### src/rtl/spike_train_decoder.sv
// ============================================================================
// Module   : spike_train_decoder
// Brief    : Hysteretic spike detector with ISI measurement, ISI FIFO and
//            saturating spike counter. Optional burst detector enabled by
//            defining SPIKE_TRAIN_DECODER_BURST_EN.
// Revision : 1.0
// ============================================================================
`default_nettype none

module spike_train_decoder #(
  parameter int                ISI_W      = 16,
  parameter int                FIFO_DEPTH = 4,
  parameter logic signed [7:0] THR_HI     = 8'sh13,
  parameter logic signed [7:0] THR_LO     = 8'sh00,
  parameter logic [ISI_W-1:0]  BURST_ISI  = ISI_W'(8),
  parameter int                BURST_MIN  = 3
) (
  input  logic             clk,
  input  logic             rst,
  input  logic             en,
  input  logic [7:0]       v_in,
  input  logic             clear_stats,
  output logic             spike,
  output logic [ISI_W-1:0] isi_data,
  output logic             isi_valid,
  input  logic             isi_ready,
  output logic [ISI_W-1:0] spike_count,
  output logic             overflow,
  output logic             burst
);

  localparam int             AW      = $clog2(FIFO_DEPTH);
  localparam logic [AW:0]    C_DEPTH = FIFO_DEPTH[AW:0];
  localparam logic [AW:0]    C_ONE   = {{AW{1'b0}}, 1'b1};

  typedef enum logic [0:0] {ARMED = 1'b0, FIRED = 1'b1} state_t;

  state_t           state_q;
  logic             spike_q;
  logic [ISI_W-1:0] isi_q;
  logic [ISI_W-1:0] cnt_q;
  logic             have_ref_q;
  logic             ovf_q;
  logic [ISI_W-1:0] head_q;
  logic [AW:0]      count_q;
  logic [AW-1:0]    rd_q;
  logic [AW-1:0]    wr_q;
  logic [ISI_W-1:0] mem_q [FIFO_DEPTH];

  logic          fire_w;
  logic          rearm_w;
  logic          push_w;
  logic          pop_w;
  logic          full_w;
  logic          wr_en_w;
  logic [AW-1:0] rd_nxt_w;

  assign fire_w   = en && (state_q == ARMED) && ($signed(v_in) > THR_HI);
  assign rearm_w  = en && (state_q == FIRED) && ($signed(v_in) < THR_LO);
  assign push_w   = fire_w && !clear_stats && have_ref_q;
  assign pop_w    = isi_valid && isi_ready;
  assign full_w   = (count_q == C_DEPTH);
  // A full FIFO still accepts a push when the head leaves in the same cycle.
  assign wr_en_w  = push_w && (!full_w || pop_w);
  assign rd_nxt_w = rd_q + 1'b1;

  assign spike       = spike_q;
  assign isi_data    = head_q;
  assign isi_valid   = (count_q != '0);
  assign spike_count = cnt_q;
  assign overflow    = ovf_q;

  always_ff @(posedge clk or posedge rst) begin
    if (rst) begin
      state_q    <= ARMED;
      spike_q    <= 1'b0;
      isi_q      <= '0;
      cnt_q      <= '0;
      have_ref_q <= 1'b0;
      ovf_q      <= 1'b0;
      head_q     <= '0;
      count_q    <= '0;
      rd_q       <= '0;
      wr_q       <= '0;
    end else begin
      spike_q <= fire_w;
      if (fire_w) begin
        state_q <= FIRED;
      end else if (rearm_w) begin
        state_q <= ARMED;
      end

      if (clear_stats) begin
        isi_q      <= '0;
        cnt_q      <= '0;
        have_ref_q <= 1'b0;
        ovf_q      <= 1'b0;
        head_q     <= '0;
        count_q    <= '0;
        rd_q       <= '0;
        wr_q       <= '0;
      end else begin
        if (fire_w) begin
          if (cnt_q != '1) cnt_q <= cnt_q + 1'b1;
          have_ref_q <= 1'b1;
          isi_q      <= ISI_W'(1);
        end else if (en && (isi_q != '1)) begin
          isi_q <= isi_q + 1'b1;
        end

        if (push_w && full_w && !pop_w) ovf_q <= 1'b1;
        if (wr_en_w) wr_q <= wr_q + 1'b1;
        if (pop_w)   rd_q <= rd_nxt_w;

        case ({wr_en_w, pop_w})
          2'b10:   count_q <= count_q + C_ONE;
          2'b01:   count_q <= count_q - C_ONE;
          default: count_q <= count_q;
        endcase

        // Head register tracks the entry at the read pointer after this edge.
        if (pop_w && (count_q > C_ONE)) begin
          head_q <= mem_q[rd_nxt_w];
        end else if (wr_en_w && ((count_q == '0) || pop_w)) begin
          head_q <= isi_q;
        end
      end
    end
  end

  always_ff @(posedge clk) begin
    if (wr_en_w) mem_q[wr_q] <= isi_q;
  end

`ifdef SPIKE_TRAIN_DECODER_BURST_EN
  localparam logic [ISI_W-1:0] C_BURST_MIN = ISI_W'(BURST_MIN);

  logic             burst_q;
  logic [ISI_W-1:0] bcnt_q;
  logic [ISI_W-1:0] bcnt_nxt_w;

  assign bcnt_nxt_w = (bcnt_q == '1) ? bcnt_q : bcnt_q + 1'b1;
  assign burst      = burst_q;

  always_ff @(posedge clk or posedge rst) begin
    if (rst) begin
      burst_q <= 1'b0;
      bcnt_q  <= '0;
    end else if (clear_stats) begin
      burst_q <= 1'b0;
      bcnt_q  <= '0;
    end else if (wr_en_w) begin
      if (isi_q <= BURST_ISI) begin
        bcnt_q <= bcnt_nxt_w;
        if (bcnt_nxt_w >= C_BURST_MIN) burst_q <= 1'b1;
      end else begin
        bcnt_q  <= '0;
        burst_q <= 1'b0;
      end
    end
  end
`else
  logic unused_burst_cfg;
  assign unused_burst_cfg = ^{BURST_ISI, (BURST_MIN != 0)};
  assign burst            = 1'b0;
`endif

endmodule

`default_nettype wire

### config.mk
export PLATFORM = sky130hd
export DESIGN_NAME = spike_train_decoder
export DESIGN_NICKNAME = d
export VERILOG_FILES = /design/src/rtl/spike_train_decoder.sv
export SDC_FILE = /design/constraint.sdc
export NUM_CORES = 1
export LEC_CHECK = 0
export BUFFER_PORTS_ARGS = -buffer_cell sky130_fd_sc_hd__buf_4
export CAP_MARGIN = 25
export CORE_AREA = 8 8 136 189
export DETAILED_ROUTE_END_ITERATION = 6
export DIE_AREA = 0 0 144 197
export GPL_TIMING_DRIVEN = 1
export PLACE_DENSITY = 0.37
export SLEW_MARGIN = 20
export SYNTH_ARGS = -nofsm -noshare
export SYNTH_HDL_FRONTEND = slang
export SYNTH_SLANG_ARGS = --single-unit
### constraint.sdc
create_clock -name clk -period 2.4 [get_ports clk]
set_input_delay 0.48 -clock clk [delete_from_list [all_inputs] [get_ports clk]]
set_output_delay 0.48 -clock clk [all_outputs]
set_load 0.02 [all_outputs]
# After elaboration in Yosys (flattened, before gate mapping)
# Memories as Yosys holds them, arrays and structs flattened.
# Cells that the tools add are included.
dict set report word_totals {
  ff_bits 59
  in_bits 13
  word_cells 79
  n_memories 1
  ramBits 64
}
# memory words width read_ports rd_clocked_by_memory_dff write_ports line
set mem_list {}
lappend mem_list {mem_q 4 16 1 0 1 48} ;# logic [ISI_W-1:0] mem_q [FIFO_DEPTH];
dict set report op_classes {
  reduce_logical 30
  add_sub_neg 6
  magnitude_cmp 3
  bitwise_logic 1
  n_mux 23
  n_eq_ne 5
}
# op n
set ops {}
lappend ops {{$mux W16} 9}
lappend ops {{$add A16 B1 Y16 const B} 2}
lappend ops {{$ne A16 B16 Y1 const B} 2}
lappend ops {{$logic_and A1 B1 Y1} 13}
lappend ops {{$reduce_bool A2 Y1} 6}
lappend ops {{$reduce_bool A3 Y1} 4}
lappend ops {{$gt A8 B6 Y1 const B} 1}
lappend ops {{$lt A8 B1 Y1 const B} 1}
lappend ops {{$mux W1} 8}
lappend ops {{$mux W2} 4}
lappend ops {{$pmux W3 S2} 1}
lappend ops {{$add A2 B1 Y2 const B} 2}
lappend ops {{$add A3 B1 Y3 const B} 1}
lappend ops {{$eq A3 B3 Y1 const B} 1}
lappend ops {{$gt A3 B1 Y1 const B} 1}
lappend ops {{$logic_not A1 Y1} 3}
lappend ops {{$logic_not A3 Y1} 1}
lappend ops {{$mux W3} 1}
lappend ops {{$sub A3 B1 Y3 const B} 1}
lappend ops {{$eq A2 B1 Y1 const B} 1}
lappend ops {{$eq A2 B2 Y1 const B} 1}
lappend ops {{$logic_or A1 B1 Y1} 2}
lappend ops {{$reduce_and A2 Y1} 1}
lappend ops {{$not A1 Y1} 1}

# Depth between registers and ports, before layout
dict set report depth {
  word_depth 10
  mapped_depth 8
  ltp_nobuf 7
}

# Worst setup path before layout
# OpenSTA, ideal clock, no wires.
dict set report synth_path {
  kind {in2reg}
  start {input v_in[7]}
  end {memory mem_q[0][0] (enable)}
  stages 5
  t_arrival_ns 1.807
  path_buffers 1
  setup_slack_ns 0.219
  path_cell_list {nor4b_1 > o211ai_1 > nor2b_1 > clkbuf_1 > and2_1}
}
dict set report synth_between {
  elab_chain_cells 7
}
# element line
set synth_rtl {}
lappend synth_rtl {{from (decl)} 21} ;# input logic [7:0] v_in,
lappend synth_rtl {{$gt A8 B6 Y1} 58} ;# assign fire_w = en && (state_q == ARMED) && ($signed(v_in) > THR_HI);
lappend synth_rtl {{$logic_and A1 B1 Y1} 58}
lappend synth_rtl {{$logic_and A1 B1 Y1 (2 in a row)} 60} ;# assign push_w = fire_w && !clear_stats && have_ref_q;
lappend synth_rtl {{$logic_and A1 B1 Y1} 64} ;# assign wr_en_w = push_w && (!full_w || pop_w);
lappend synth_rtl {{$mux W1} 132} ;# if (wr_en_w) mem_q[wr_q] <= isi_q;
lappend synth_rtl {{$mux W1 (implied by the code)} 132}
lappend synth_rtl {{to (decl)} 48}
# No other way between the ends.

# Worst setup path after layout
dict set report layout_path {
  start {register count_q[1]}
  end {output isi_valid}
}
dict set report layout_between {
  elab_chain_cells 1
}
# element line
set layout_rtl {}
lappend layout_rtl {{from (decl)} 45} ;# logic [AW:0] count_q;
lappend layout_rtl {{from (signal assigned)} 116} ;# 2'b10: count_q <= count_q + C_ONE;
lappend layout_rtl {{from (signal assigned)} 117} ;# 2'b01: count_q <= count_q - C_ONE;
lappend layout_rtl {{from (signal assigned)} 118} ;# default: count_q <= count_q;
lappend layout_rtl {{$reduce_bool A3 Y1} 69} ;# assign isi_valid = (count_q != '0);
lappend layout_rtl {{to (decl)} 25} ;# output logic isi_valid,
# No other way between the ends.

==> flow_metrics.tcl <==
set metrics [dict create \
    vias 3692 \
    cts-resized-gates 0 \
    dpl.cell_count 782 \
    drv_slew 0 \
    p_leak_nw 2.805 \
    finalHoldViolCount 0 \
    die_h_um 197 \
    clkLatencyLatePin_ns 0.41 \
    antenna_found_initial 0 \
    io_buffer_count 45 \
    synth-edff-count 64 \
    finalNonFillerCells 814 \
    powerDensity_nw_per_um2 770.6 \
    seqPwrFrac_pct 42.5 \
    placementRows 66 \
    path_clk_slew_ns 0.06 \
    cp_num_buf_inv 2 \
    critical_path.max_fanout 6 \
    maxCapViolations 0 \
    grt_pass1_wl_um 21860 \
    syn_inst 432 \
    synth-seq-area-share_pct 60.49 \
    critPathLaunchType "flop" \
    sw_frac_of_total_pct 25.74 \
    intPower_mw 4.031 \
    rsz0062_at_grt "false" \
    critPathArrivalTime_ns 1.61 \
    fin_setup_tns_ns 0 \
    grt_overflow 0 \
    grt_max_degree 60 \
    wl_um 13770 \
    clk_path_buf_depth 2 \
    synth_nets 455 \
    yosysWarningCount 0 \
    cts_tree "built" \
    cts_htree_levels 4 \
    finalCritPeriodShare_pct 86.92 \
    endpoint_kind "output port" \
    skew_ns 0.01448 \
    critPathSlowestCell "dfrtp_1" \
    drtIter0Drc 152 \
    drc_errors 0 \
    synth_cell_types 52 \
    worstSetupPathType "reg2out" \
    outcome "finished clean" \
    synthFlopType "edfxtp_1" \
    netlist_area_um2 5618 \
    share_clk_of_total_power_pct 44.4 \
    hold_buffers 0 \
    pin_count 49 \
    critPathMaxStageDelay_ns 0.41 \
    cts_sinks 123 \
    vdd_ir_drop_max_v 0.0004271 \
    ant_nets 0 \
    initial_utilization_pct 24.56 \
    finalCriticalPeriod_ns 2.086 \
    switching_power_mw 1.397 \
    avgSynthCellArea_um2 13.00 \
    viasPerCell 4.536 \
    area_growth_pct 25.39 \
    pwr-share-comb_pct 13.1 \
    die_w_um 144 \
    core-area_um2 22870 \
    cts-buffers-inserted 17 \
    async_flop_share_pct 47.97 \
    synth-seq-cells 123 \
    grt_pass1_vias 3885 \
    nNetsFinal 518 \
    wl_per_cell_um 16.92 \
    diodes 0 \
    fmax_mhz 479.4 \
    setup_viol 0 \
    crit_required_ns 1.92 \
    post-cts-setup-buffers 0 \
    grtUsageTotal_pct 10.43 \
    crit_chain "inv_1 > ha_1 > nand2b_1 > buf_4" \
    cts-root-buf "clkbuf_16" \
    critPathTopFamily "flip-flops" \
    die-area_um2 28370 \
    hpwl_um 8920 \
    hold_class "in2async" \
    layout-drive-gt1-share_pct 24.80 \
    gp_congestion 0.8018 \
    dr.pass1.iters 4 \
]
[metrics by stage]
step	hold slack (ns)	util, %	power [mW]	instance area, µm²	worst slack, ns
3_5_place_dp	0.4678	28.34	3.086	6482	0.2410
6_report	0.1299	30.80	5.428	7044	0.3140
2_1_floorplan	0.4809	-	2.825	5618	0.2188
5_1_grt	0.1656	30.80	5.698	7044	0.1669
3_3_place_gp	0.4646	28.34	3.079	6482	0.2674
4_1_cts	0.1502	30.80	5.552	7044	0.2751
[flip-flops by register name, indices dropped and copies added, names as in the netlist]
signal,cells
mem_q,64
isi_data,16
isi_q,16
spike_count,16
count_q,3
rd_q,2
wr_q,2
have_ref_q,1
overflow,1
spike,1
state_q,1
[worst register-to-register path: stages, from the launching register on]
cell and delay, ns:
dfrtp_1 0.51, ha_1 0.23, and3_1 0.22, nand3_1 0.30, or3_1 0.45, a21oi_1 0.15, nor3_1 0.05
[synthesized netlist by cell type (3+ instances only)]
master     n  share of area [%]
o211ai_1   5               0.67
dfrtp_1   59                 26
buf_2      8               0.71
nor2_1    32                2.1
nand3_1   12                1.1
nand4_1    8               0.89
mux2i_1   22                3.9
and2_1     6               0.67
nand2_1   31                2.1
o21ai_0   13                1.2
nor2b_1    3               0.33
a21oi_1   23                2.0
clkbuf_1  11               0.73
inv_1      9               0.60
mux2_2     3               0.60
ha_1      10                2.2
nor3_1     7               0.62
and3_1     5               0.56
edfxtp_1  64                 34
and4_1     7                1.1
o31ai_1   21                2.8
nand3b_1   3               0.40
xor2_1    12                1.9
or4_1      4               0.53
mux4_2    16                6.4
or3_1      8               0.89
[cell usage in the layout, fill, tap and decap left out, drive strengths merged, types with 8 or more instances in the layout]
cell    count
nand4       8
a21oi      23
xor2       12
nand3      12
nand2      31
mux4       16
buf        67
or3         8
ha         10
o21ai      14
edfxtp     64
dfrtp      59
inv        12
o31ai      21
mux2i      22
nor2       32
clkbuf     18
[power by group through the flow]
stage / Combinational, mW / Sequential, mW / Clock (mW)
global placement: 0.733 / 2.35 / 0
global route: 0.790 / 2.32 / 2.59
floorplan: 0.450 / 2.38 / 0
detailed placement: 0.738 / 2.35 / 0
finish: 0.714 / 2.31 / 2.41
CTS: 0.741 / 2.31 / 2.50
[final timing paths]
| check | start | to | slack (ns) | cells past startpoint |
|---|---|---|---|---|
| hold reg to reg | isi_data[3]$_DFFE_PP0P_ | isi_data[3]$_DFFE_PP0P_ | 0.47 | 2 |
| setup / recovery | count_q[1]$_DFFE_PP0P_ | isi_valid | 0.31 | 4 |
| hold / removal | rst | isi_data[13]$_DFFE_PP0P_ | 0.13 | 3 |
| min in group clk | v_in[7] | state_q$_DFFE_PP0P_ | 0.29 | 2 |
| setup reg to reg | isi_q[1]$_DFFE_PP0P_ | isi_q[0]$_DFFE_PP0P_ | 0.36 | 6 |
| max in group asynchronous | rst | count_q[0]$_DFFE_PP0P_ | 1.95 | 3 |
[metal layers]
layer,vias to the layer above,track usage (%),wire [µm]
met5,-,0,0
met4,0,4.885,227
met3,14,2.640,454
met2,63,18.21,7272
met1,1863,11.58,5814
li1,1752,-,-
[final cells by class]
class,instances,area (µm²)
Clock buffer,18,439.2
Multi-Input combinational cell,276,2086
Inverter,10,37.54
Sequential cell,123,3398
Clock inverter,14,122.6
Timing Repair Buffer,67,578.1
Fill cell,2342,15830
Tap cell,306,382.9
[cell families (layout without fill, tap and decap cells)]
kind of cell | count (synthesis) | after routing | synth area share (%)
simple gates | 135 | 135 | 12.41
flops | 123 | 123 | 60.49
compound gates | 76 | 76 | 9.265
mux | 41 | 41 | 10.94
buf+inv | 33 | 109 | 2.584
xor+xnor | 13 | 13 | 2.027
fa+ha+maj | 10 | 10 | 2.227
other cells | 1 | 1 | 0.06675
Power figures use the tool's default switching activity.
